`src/rtl/axi_grid_link_arb.sv`:
```
// Packet-aware round-robin arbiter that shares one grid link among NUM_REQ sources.
// A grant is held from the first accepted beat of a multi-beat packet until its
// last beat is accepted, so bursts from different sources never interleave.
// The link side is driven from a single registered stage that can accept and
// drain in the same cycle, sustaining one beat per cycle.
module axi_grid_link_arb #(
   parameter int  NUM_REQ = 4,
   parameter int  DATA_W  = 64,
   localparam int SRC_W   = (NUM_REQ > 1) ? $clog2(NUM_REQ) : 1
) (
   input  logic                      clk_i,
   input  logic                      arst_i,
   input  logic [NUM_REQ-1:0]        req_valid_i,
   input  logic [NUM_REQ*DATA_W-1:0] req_data_i,
   input  logic [NUM_REQ-1:0]        req_last_i,
   output logic [NUM_REQ-1:0]        req_ready_o,
   output logic                      out_valid_o,
   output logic [DATA_W-1:0]         out_data_o,
   output logic                      out_last_o,
   output logic [SRC_W-1:0]          out_src_o,
   input  logic                      out_ready_i,
   output logic                      busy_o
);

   typedef enum logic {
      IDLE   = 1'b0,
      LOCKED = 1'b1
   } state_t;

   state_t             state, state_next;
   logic [SRC_W-1:0]   rr_ptr, rr_next;
   logic [SRC_W-1:0]   gnt, gnt_next;
   logic [SRC_W-1:0]   sel;
   logic               sel_found;
   logic [SRC_W-1:0]   cur;
   logic               cur_valid;
   logic               cur_last;
   logic [DATA_W-1:0]  cur_data;
   logic [NUM_REQ-1:0] cur_onehot;
   logic               can_load;
   logic               accept;
   logic [2*NUM_REQ-1:0] valid_dbl;
   logic [NUM_REQ-1:0]   valid_rot;

   // Output register stage (p1): valid, payload, last flag and source index
   logic               vld_p1;
   logic [DATA_W-1:0]  data_p1;
   logic               last_p1;
   logic [SRC_W-1:0]   src_p1;

   // Round-robin successor of a source index, wrapping at NUM_REQ
   function automatic logic [SRC_W-1:0] wrap_inc(input logic [SRC_W-1:0] idx);
      if (int'(idx) >= NUM_REQ - 1) return '0;
      else                         return idx + 1'b1;
   endfunction

   assign can_load = ~vld_p1 | out_ready_i;

   // Rotate the request vector so bit 0 is the rr_ptr source, then take the first set bit
   assign valid_dbl = {req_valid_i, req_valid_i};
   assign valid_rot = valid_dbl[NUM_REQ-1:0] == '0 ? '0 : NUM_REQ'(valid_dbl >> rr_ptr);

   // Combinational round-robin pick among currently valid sources
   always_comb begin
      logic [SRC_W:0] sum;
      sel       = '0;
      sel_found = 1'b0;
      sum       = '0;
      for (int i = 0; i < NUM_REQ; i++) begin
         if (!sel_found && valid_rot[i]) begin
            sum = {1'b0, rr_ptr} + (SRC_W+1)'(i);
            if (sum >= (SRC_W+1)'(NUM_REQ)) sum = sum - (SRC_W+1)'(NUM_REQ);
            sel       = sum[SRC_W-1:0];
            sel_found = 1'b1;
         end
      end
   end

   // Mux the serviced source (held grant while LOCKED, fresh pick while IDLE)
   always_comb begin
      cur        = (state == LOCKED) ? gnt : sel;
      cur_valid  = 1'b0;
      cur_last   = 1'b0;
      cur_data   = '0;
      cur_onehot = '0;
      for (int k = 0; k < NUM_REQ; k++) begin
         if (cur == SRC_W'(k)) begin
            cur_valid     = req_valid_i[k];
            cur_last      = req_last_i[k];
            cur_data      = req_data_i[k*DATA_W +: DATA_W];
            cur_onehot[k] = 1'b1;
         end
      end
   end

   // FSM next state, round-robin pointer, grant and per-source ready
   always_comb begin
      state_next  = state;
      rr_next     = rr_ptr;
      gnt_next    = gnt;
      req_ready_o = '0;
      accept      = 1'b0;
      case (state)
         IDLE: begin
            if (sel_found && can_load) req_ready_o = cur_onehot;
            accept = sel_found & can_load;
            if (accept) begin
               rr_next = wrap_inc(sel);
               if (!cur_last) begin
                  gnt_next   = sel;
                  state_next = LOCKED;
               end
            end
         end
         LOCKED: begin
            if (can_load) req_ready_o = cur_onehot;
            accept = cur_valid & can_load;
            if (accept && cur_last) state_next = IDLE;
         end
         default: state_next = IDLE;
      endcase
   end

   // FSM state, round-robin pointer and held grant
   always_ff @(posedge clk_i or posedge arst_i) begin
      if (arst_i) begin
         state  <= IDLE;
         rr_ptr <= '0;
         gnt    <= '0;
      end else begin
         state  <= state_next;
         rr_ptr <= rr_next;
         gnt    <= gnt_next;
      end
   end

   // Link output register: load on accept, clear valid on drain, hold under backpressure
   always_ff @(posedge clk_i or posedge arst_i) begin
      if (arst_i) begin
         vld_p1  <= 1'b0;
         data_p1 <= '0;
         last_p1 <= 1'b0;
         src_p1  <= '0;
      end else if (can_load) begin
         vld_p1 <= accept;
         if (accept) begin
            data_p1 <= cur_data;
            last_p1 <= cur_last;
            src_p1  <= cur;
         end
      end
   end

   assign out_valid_o = vld_p1;
   assign out_data_o  = data_p1;
   assign out_last_o  = last_p1;
   assign out_src_o   = src_p1;
   assign busy_o      = (state == LOCKED) | vld_p1;

endmodule

```
`config.mk`:
```
export PLATFORM = sky130hd
export DESIGN_NAME = axi_grid_link_arb
export DESIGN_NICKNAME = d
export VERILOG_FILES = /design/src/rtl/axi_grid_link_arb.sv
export SDC_FILE = /design/constraint.sdc
export NUM_CORES = 1
export LEC_CHECK = 0
export ABC_CLOCK_PERIOD_IN_PS = 4300
export BUFFER_PORTS_ARGS = -buffer_cell sky130_fd_sc_hd__clkbuf_2
export CAP_MARGIN = 15
export CELL_PAD_IN_SITES_DETAIL_PLACEMENT = 1
export CELL_PAD_IN_SITES_GLOBAL_PLACEMENT = 2
export CORE_MARGIN = 2
export CORE_UTILIZATION = 24
export DETAILED_ROUTE_END_ITERATION = 8
export GPL_ROUTABILITY_DRIVEN = 1
export PLACE_DENSITY = 0.83
export SLEW_MARGIN = 20
export SYNTH_ARGS = -nofsm -noshare
export SYNTH_HDL_FRONTEND = slang
export SYNTH_SLANG_ARGS = --single-unit
```
`constraint.sdc`:
```
create_clock -name clk_i -period 4.3 [get_ports clk_i]
set_clock_uncertainty 0.05 [all_clocks]
set_input_delay 0.43 -clock clk_i [delete_from_list [all_inputs] [get_ports clk_i]]
set_output_delay 0.43 -clock clk_i [all_outputs]
set_load 0.01 [all_outputs]
```
== After elaboration in Yosys (flattened, before gate mapping) ==
Index checks and enable logic that the tools add are counted.
Word-level totals
  flip-flop bits (word level): 73
  logic and storage cells: 83
  output and inout port bits: 73
Operators by class
  mux-type cells: 39
  equality and inequality tests: 3
  shifts and indexed selects: 1
  order comparisons: 5
  $add $sub $neg: 8
  reductions and logical operators: 13
  bitwise logic cells: 7
Operators with widths (number)
  $mux 64: 4
  $mux 2: 10
  $mux 1: 19
  $mux 4: 3
  $ge 3x3->1 const B: 3
  $pmux 4 s2: 1
  $shr 8x2->4: 1
  $sub 2x1->2 const B: 4
  $add 2x2->3 const B: 2
  $logic_and 1x1->1: 5
  $eq 2x2->1 const B: 2
  $logic_not 4->1: 1
  $pmux 1 s2: 2
  $reduce_and 2->1: 2
  $add 2x1->3 const B: 1
  $ge 2x3->1 const B: 1
  $logic_not 1->1: 3
  $not 1->1: 3
  $reduce_and 3->1: 1
  $add 2x1->2 const B: 1
  $and 1x1->1: 2
  $eq 2x1->1 const B: 1
  $ge 2x2->1 const B: 1
  $logic_not 2->1: 1
  $or 1x1->1: 2

== Logic depth before layout (Yosys ltp) ==
Gate-level depths: netlist (run 1).
  depth in word-level cells: 22
  depth in mapped cells: 10
  depth with buffers taken out: 6

== Worst setup path after synthesis (run 1) ==
Ideal clock, no wire load.
  kind: in2out
  from: input req_valid_i[3]
  to: output req_ready_o[0]
  buffers on the path: 3
  stages: 8
  path slack: 1.950 ns
  arrival time: 1.870 ns
  data required time: 3.820 ns
  path through: clkbuf_1 nand2b_1 and3_1 o21ai_1 nand2_1 buf_4 clkbuf_1 nor3_1
Between the ends
  cells in the longest elaborated chain, start to end: 17
  elaborated cells between the ends (all ways): 24
  those cells by class: 1 x shift; 14 x mux; 9 x reduce/logical
Ends and longest elaborated chain
  from (decl): RTL line 13  | input logic [NUM_REQ-1:0] req_valid_i,
  $shr 8x2->4 or $logic_not 4->1 (tied branches): RTL line 61  | assign valid_rot = valid_dbl[NUM_REQ-1:0] == '0 ? '0 : NUM_REQ'(valid_dbl >> rr_ptr);
  $mux 4 (*): RTL line 61
  $mux 1: RTL line 70  | if (!sel_found && valid_rot[i]) begin
  $logic_not 1->1: RTL line 70
  $logic_and 1x1->1: RTL line 70
  $mux 1: RTL line 70
  $logic_not 1->1: RTL line 70
  $logic_and 1x1->1: RTL line 70
  $mux 1: RTL line 70
  $logic_not 1->1: RTL line 70
  $logic_and 1x1->1: RTL line 70
  $mux 2: RTL line 70
  $mux 2: RTL line 81  | cur = (state == LOCKED) ? gnt : sel;
  $logic_not 2->1: RTL line 87  | if (cur == SRC_W'(k)) begin
  $mux 1: RTL line 87
  $mux 4 (on tied branches): RTL line 116, 105
  $pmux 4 s2 (*): RTL line 103  | case (state)
  to (decl): RTL line 16  | output logic [NUM_REQ-1:0] req_ready_o,
Every way passes the cells marked *; elsewhere a longest branch is shown, timed or not.

==> flow_summary.toml, run 1 <==
[clocking]
clkLatencyLatePin_ps = 340
cts_resized = 0
clk_pin_slew_worst_paths_ps = 60
htreeDepth = 3
numCtsBuffers = 9
cts_sinks = 73
clock-root-buffer = "clkbuf_16"
cts_tree = "built"
postCtsSetupRepairBufs = 0
holdBufCountCts = 0
cts_buffer_depth = 2

[synth]
synth_top_area_cell = "dfrtp_1"
synth-edff-count = 0
synth_area_um2 = 5260
synth_top_area_share_pct = 34.7
syn_inst = 623
yosys_register_bits = 73
synthArstFlopShare_pct = 100
synth_cell_type_count = 42
yosys-top-cells-area = "dfrtp_1 35%, a211oi_1 18%, and3_1 15%, o31ai_1 8.1%, nand2_1 5.4%"
synth_nets = 890
avgSynthCellArea_um2 = 8.44
synth-warning-count = 0
synth.yosys.seq_area_share_pct = 34.7
ys.flop_type = "dfrtp_1"

[min_path]
hp-class = "primary input to asynchronous set/reset pin"

[detailed_routing]
first_pass_iters = 4
met3_length_um = 1320
met2_wirelength_um = 11000
drtAntennaViolNets = 0
post_drt_wl_per_cell_um = 18.8
via_per_inst = 5.12
vias = 6082
drt-total-wl_um = 22400
drt_iter0_drc = 263
topRoutingLayerUsed = "met4"
met1_length_um = 9670
drcViolationCount = 0

[sta]
final_max_slew_viol_count = 0
fmax_mhz = 301
layout_setup_ws_ps = 981
final.setup.tns_ps = 0
setup-violations-final = 0
slew_headroom_pct = 44.9
finalHoldViolations = 0
fin_crit_ps = 3320
tightestPinTransition_ps = 826
min_period_over_period_pct = 77.2
grt_setup_unrepaired = "false"

[critical_path]
crit_family = "simple AND/OR/NAND/NOR gates"
critPathLaunchType = "flop"
path_buf_inv = 1
cp_num_cells = 5
critPathArrivalTime_ps = 2840
cp.required_ps = 3820
cpPeakStageDelay_ps = 700
critPathKind = "flop to primary output"
slowest_stage = "nand3_2"
crit_chain = "and2b_2 -> o21ai_1 -> nand3_2 -> nor3_1 -> clkbuf_2"
cp_max_fo = 35
end_kind = "primary output"
reg2reg_depth = 5

[die]
row_count = 54
core_area_um2 = 21700
io_pins = 340
die_h_um = 152
start_util_pct = 24.2
die_x_um = 152
dieArea_um2 = 23100

[power]
combPwrFrac_pct = 63.0
intPower_uw = 3050
peakVddDrop_v = 0.000372
clkPwrFrac_pct = 14.8
p_sw_uw = 2890
powerDensity_nw_per_um2 = 801
p_leak_uw = 0.00380
sequentialPowerShare_pct = 22.2
netSwitchingFraction_pct = 48.6

[grt]
grt_pass1_vias = 6147
grt_max_degree = 69
antenna_found_initial = 0
track_usage_pct = 18.8
grt_overflow = 0
grt_pass1_wl_um = 35000

[place]
io_buffers = 339
hpwl_um = 16700
place_ws_ps = 1240
gp_congestion = 0.797

[job]
cap_violations = 0

[final_layout]
layout_common_cells = "339 x clkbuf_2, 129 x and3_1, 128 x a211oi_1, 74 x nand2_1, 73 x dfrtp_1"
antenna_cells = 0
final_common_cell = "clkbuf_2"
area_delta_synth_final_pct = 41.1
layout-drive-gt1-share_pct = 42.2
fin_nets = 1171

[status]
status = "completed"
[cell usage after synthesis (2+ instances only)]
master,n
o21ai_1,2
a21oi_1,3
o31ai_1,57
o21ai_0,7
buf_6,2
a41oi_1,2
nor2b_1,3
a211oi_1,128
and3_1,130
buf_2,14
nor4_1,2
o21a_1,2
nand2_1,76
nand3_1,4
nand2b_1,5
dfrtp_1,73
nor2_1,7
mux2i_1,2
o31ai_2,10
nand4_1,3
mux2_1,4
clkbuf_1,55
inv_1,4
nor3_1,3
buf_4,8
[metal layers]
layer  GRT usage [%]  up-vias
met4            5.70        0
met5               0        -
met1            23.9     2892
met3            3.48       24
li1                -     2953
met2            32.3      213
[sequential cells by signal (all words and copies together), names as in the netlist, named ones only]
register / cells
out_src_o: 2
gnt: 2
rr_ptr: 1
out_data_o: 64
state: 1
out_valid_o: 1
out_last_o: 1
[power by group through the flow]
| stage | Clock (uW) | Sequential, uW | Combinational (uW) |
|---|---|---|---|
| finish | 878 | 1320 | 3750 |
| global route | 936 | 1380 | 4160 |
| CTS | 904 | 1330 | 3800 |
| detailed placement | 0 | 1340 | 3800 |
| global placement | 0 | 1320 | 3750 |
| floorplan | 0 | 1410 | 2550 |
[kinds of logic after synthesis]
| group | Yosys count | share of synthesized area [%] |
|---|---|---|
| and+or+nand+nor | 241 | 24.8 |
| AOI/OAI and AO/OA | 219 | 31.9 |
| buffers and inverters | 83 | 7.12 |
| DFF | 73 | 34.7 |
| muxes | 7 | 1.45 |
[layout make-up]
| class | instances | area [um2] |
|---|---|---|
| sequential | 73 | 1830 |
| inverter | 4 | 16.3 |
| tap | 280 | 350 |
| clock buffer | 11 | 233 |
| timing repair buffer | 349 | 1800 |
| fill | 2685 | 14300 |
| multi-input combinational | 467 | 3090 |
| clock inverter | 5 | 104 |
[worst register-to-register path: stages, from the launching register on]
cell	delay [ps]
dfrtp_1	710
nand2_4	450
nand2_4	730
buf_12	430
a211oi_1	190
o31ai_1	270
[metrics by stage]
| stage | cell area [um2] | total power, uW | util (%) | instances | hold slack, ps |
|---|---|---|---|---|---|
| finish | 7420 | 5950 | 34.2 | 1189 | 77.6 |
| global route | 7420 | 6480 | 34.2 | 1189 | 125 |
| CTS | 7420 | 6030 | 34.2 | 1189 | 110 |
| detailed placement | 7080 | 5140 | 32.7 | 1173 | 415 |
| global placement | 7080 | 5070 | 32.7 | 1173 | 410 |
| floorplan | 5260 | 3950 | - | 623 | 460 |
[worst paths after layout]
kind                            slack (ps)           start        endpoint
worst max-delay path                   980            flop  req_ready_o[2]
max in group asynchronous             3080          arst_i  out_data_o[29]
worst min-delay path                    80          arst_i  out_data_o[34]
worst max register to register        1360           state  out_data_o[55]
worst min register to register         430  out_data_o[56]  out_data_o[56]
min in group clk_i                     370  req_data_i[81]  out_data_o[17]
Note: power is estimated with default switching activity, not from simulation.
==> run 2, diff against run 1 <==
--- a/config.mk
+++ b/config.mk
@@ -5,16 +5,17 @@
 export SDC_FILE = /design/constraint.sdc
 export NUM_CORES = 1
 export LEC_CHECK = 0
-export ABC_CLOCK_PERIOD_IN_PS = 4300
+export ABC_AREA = 1
+export ABC_CLOCK_PERIOD_IN_PS = 2810
 export BUFFER_PORTS_ARGS = -buffer_cell sky130_fd_sc_hd__clkbuf_2
 export CAP_MARGIN = 15
 export CELL_PAD_IN_SITES_DETAIL_PLACEMENT = 1
 export CELL_PAD_IN_SITES_GLOBAL_PLACEMENT = 2
 export CORE_MARGIN = 2
-export CORE_UTILIZATION = 24
+export CORE_UTILIZATION = 19
 export DETAILED_ROUTE_END_ITERATION = 8
 export GPL_ROUTABILITY_DRIVEN = 1
-export PLACE_DENSITY = 0.83
+export PLACE_DENSITY = 0.76
 export SLEW_MARGIN = 20
 export SYNTH_ARGS = -nofsm -noshare
 export SYNTH_HDL_FRONTEND = slang
==> constraint.sdc (replaced) <==
create_clock -name clk_i -period 2.81 [get_ports clk_i]
set_clock_uncertainty 0.05 [all_clocks]
set_input_delay 0.281 -clock clk_i [delete_from_list [all_inputs] [get_ports clk_i]]
set_output_delay 0.281 -clock clk_i [all_outputs]
set_load 0.01 [all_outputs]
==> flow_summary.toml, run 2 <==
[detailed_routing]
drtAntennaViolNets = 0
vias = 6689
via_per_inst = 4.68
drt-total-wl_um = 25100
first_pass_iters = 4
drcViolationCount = 0
post_drt_wl_per_cell_um = 17.6
drt_iter0_drc = 262

[final_layout]
regArea_um2 = 1830
layout-drive-gt1-share_pct = 37.6
layout_common_cells = "339 x clkbuf_2, 297 x nand2_1, 215 x nand3_1, 72 x dfrtp_1, 68 x nand4_1"
nFillCells = 3461
largest_reg_flops = 64
antenna_cells = 0
fin_cells = 1429
multi_input_area_um2 = 2920
area_delta_synth_final_pct = 47.4
fin_nets = 1351
final_common_cell = "clkbuf_2"

[synth]
yosys_register_bits = 73
synth_fa_ha_area_share_pct = 0
synth.yosys.seq_area_share_pct = 35.2
synth-simple-area-share_pct = 54.3
synth-edff-count = 0
yosysMostFrequentCell = "nand2_1"
synth_top_area_share_pct = 35.2
synth-warning-count = 0
synthArstFlopShare_pct = 100
synth_area_um2 = 5190
synth_cell_type_count = 27
synth_xor_area_share_pct = 0.169
synth_top_family_by_area = "simple AND/OR/NAND/NOR gates"
synth_mux_area_share_pct = 0
synth_nets = 1043
yosys-top-cells-area = "dfrtp_1 35%, nand2_1 22%, nand3_1 21%, nand4_1 8.2%, buf_6 3.3%"
synth_top_area_cell = "dfrtp_1"
yosys-top-cells-count = "298 x nand2_1, 215 x nand3_1, 73 x dfrtp_1"
avgSynthCellArea_um2 = 6.69
synth-compound-area-share_pct = 0.963
ys.flop_type = "dfrtp_1"
syn_inst = 776

[sta]
holdWs_ps = 210
final.setup.tns_ps = 0
final_max_slew_viol_count = 0
fmax_mhz = 381
finalHoldViolations = 0
min_period_over_period_pct = 93.4
tightestPinTransition_ps = 701
grt_setup_unrepaired = "true"
setup-violations-final = 0
fin_crit_ps = 2620
layout_setup_ws_ps = 186
slew_headroom_pct = 53.3

[place]
io_buffers = 339
dpl.cell_count = 1411
place_ws_ps = 267
hpwl_um = 18900
gp_congestion = 0.841

[clocking]
htreeDepth = 3
clock-root-buffer = "clkbuf_16"
cts_buffer_depth = 2
clkLatencyLatePin_ps = 340
cts_sinks = 73
numCtsBuffers = 9
clk_pin_slew_worst_paths_ps = 60
cts_tree = "built"

[grt]
grt_pass1_wl_um = 38900
antenna_found_initial = 0
track_usage_pct = 17.2
grt_overflow = 0
grt_pass1_vias = 7120
grt_max_degree = 75

[critical_path]
critPathArrivalTime_ps = 2290
end_kind = "primary output"
critPathKind = "flop to primary output"
timing.rr.end = "out_data_o[41]"
cp_max_fo = 30
cpPeakStageDelay_ps = 470
slowest_stage = "dfrtp_2"
crit_chain = "clkinv_4 -> nand2_1 -> nand3_1 -> nand2_1 -> nor2_4 -> nand4_1 -> nand3_2 -> nand2_8 -> buf_16 -> nor3_2 -> clkbuf_2"
crit_top_cell = "nand2_1"
r2r-start = "rr_ptr[1]"
reg2reg_depth = 13
critPathLaunchType = "flop"
cp.required_ps = 2480
r2r_setup_slack_ps = 320

[job]
cap_violations = 0

[status]
status = "completed"

[min_path]
hp-class = "primary input to flop"
hold_start = "req_data_i[114]"
min_to = "out_data_o[50]"
min_path_cells = 5

[die]
io_pins = 340
die_x_um = 169
die_h_um = 169
start_util_pct = 19.3
dieArea_um2 = 28700
row_count = 60
core_area_um2 = 26900

[power]
peakVddDrop_v = 0.00107
powerDensity_nw_per_um2 = 1630
p_leak_uw = 0.00411
p_total_uw = 12500
[run 2: worst max-delay path by stage]
stage,start,endpoint,slack [ps],cells past startpoint
global placement,flop,state,320,17
global route,flop,req_ready_o[1],-8,12
finish,flop,req_ready_o[1],190,11
floorplan,flop,req_ready_o[1],570,13
CTS,flop,req_ready_o[1],50,11
detailed placement,flop,out_data_o[45],270,14
[run 2: worst max-delay path, delay by kind of cell, from the launching register on]
kind | cells | cell delay, ps
flops | 1 | 470
simple gates | 8 | 1000
buf+inv | 3 | 470
[run 2: area by class of cell]
| cell class | count | area share, % |
|---|---|---|
| clock inverter | 5 | 1.67 |
| tap | 341 | 5.57 |
| timing repair buffer | 361 | 26.6 |
| sequential | 73 | 23.9 |
| clock buffer | 10 | 3.12 |
| multi-input combinational | 620 | 38.1 |
| inverter | 19 | 1.01 |
[run 2: per-stage QoR]
step	utilization, %	cell area [um2]
global placement	26.8	7210
detailed placement	26.8	7210
CTS	28.2	7590
finish	28.5	7660
global route	28.5	7660
floorplan	-	5190
[run 2: logic make-up (layout without fill, tap and decap cells)]
group           count (synthesis)  in the layout
compound gates                  9              9
xor+xnor                        1              1
buf+inv                        83            395
flops                          73             73
simple gates                  610            610
[run 2: timing repair]
action                                 in CTS  in global routing
hold buffers                                1                  0
cloned                                      0                  1
resized for setup                           1                  7
setup endpoints to repair                   1                  4
endpoints found under the hold margin      35                  0
buffers inserted                            0                  1
pin swaps                                   0                  1
[run 2: power breakdown]
part	internal, uW	total [uW]	switching [uW]
sequential	1640	1970	324
clock	977	1450	474
combinational	3070	9070	6000
[run 2: layer usage]
metal	wire length, um	GRT usage (%)	share of wire, %	up-vias
met1	10300	20.3	41	3167
met2	12400	30.3	50	245
met3	1700	3.92	6.8	33
met5	0	0	0	-
li1	-	-	-	3244
met4	682	6.58	2.7	0
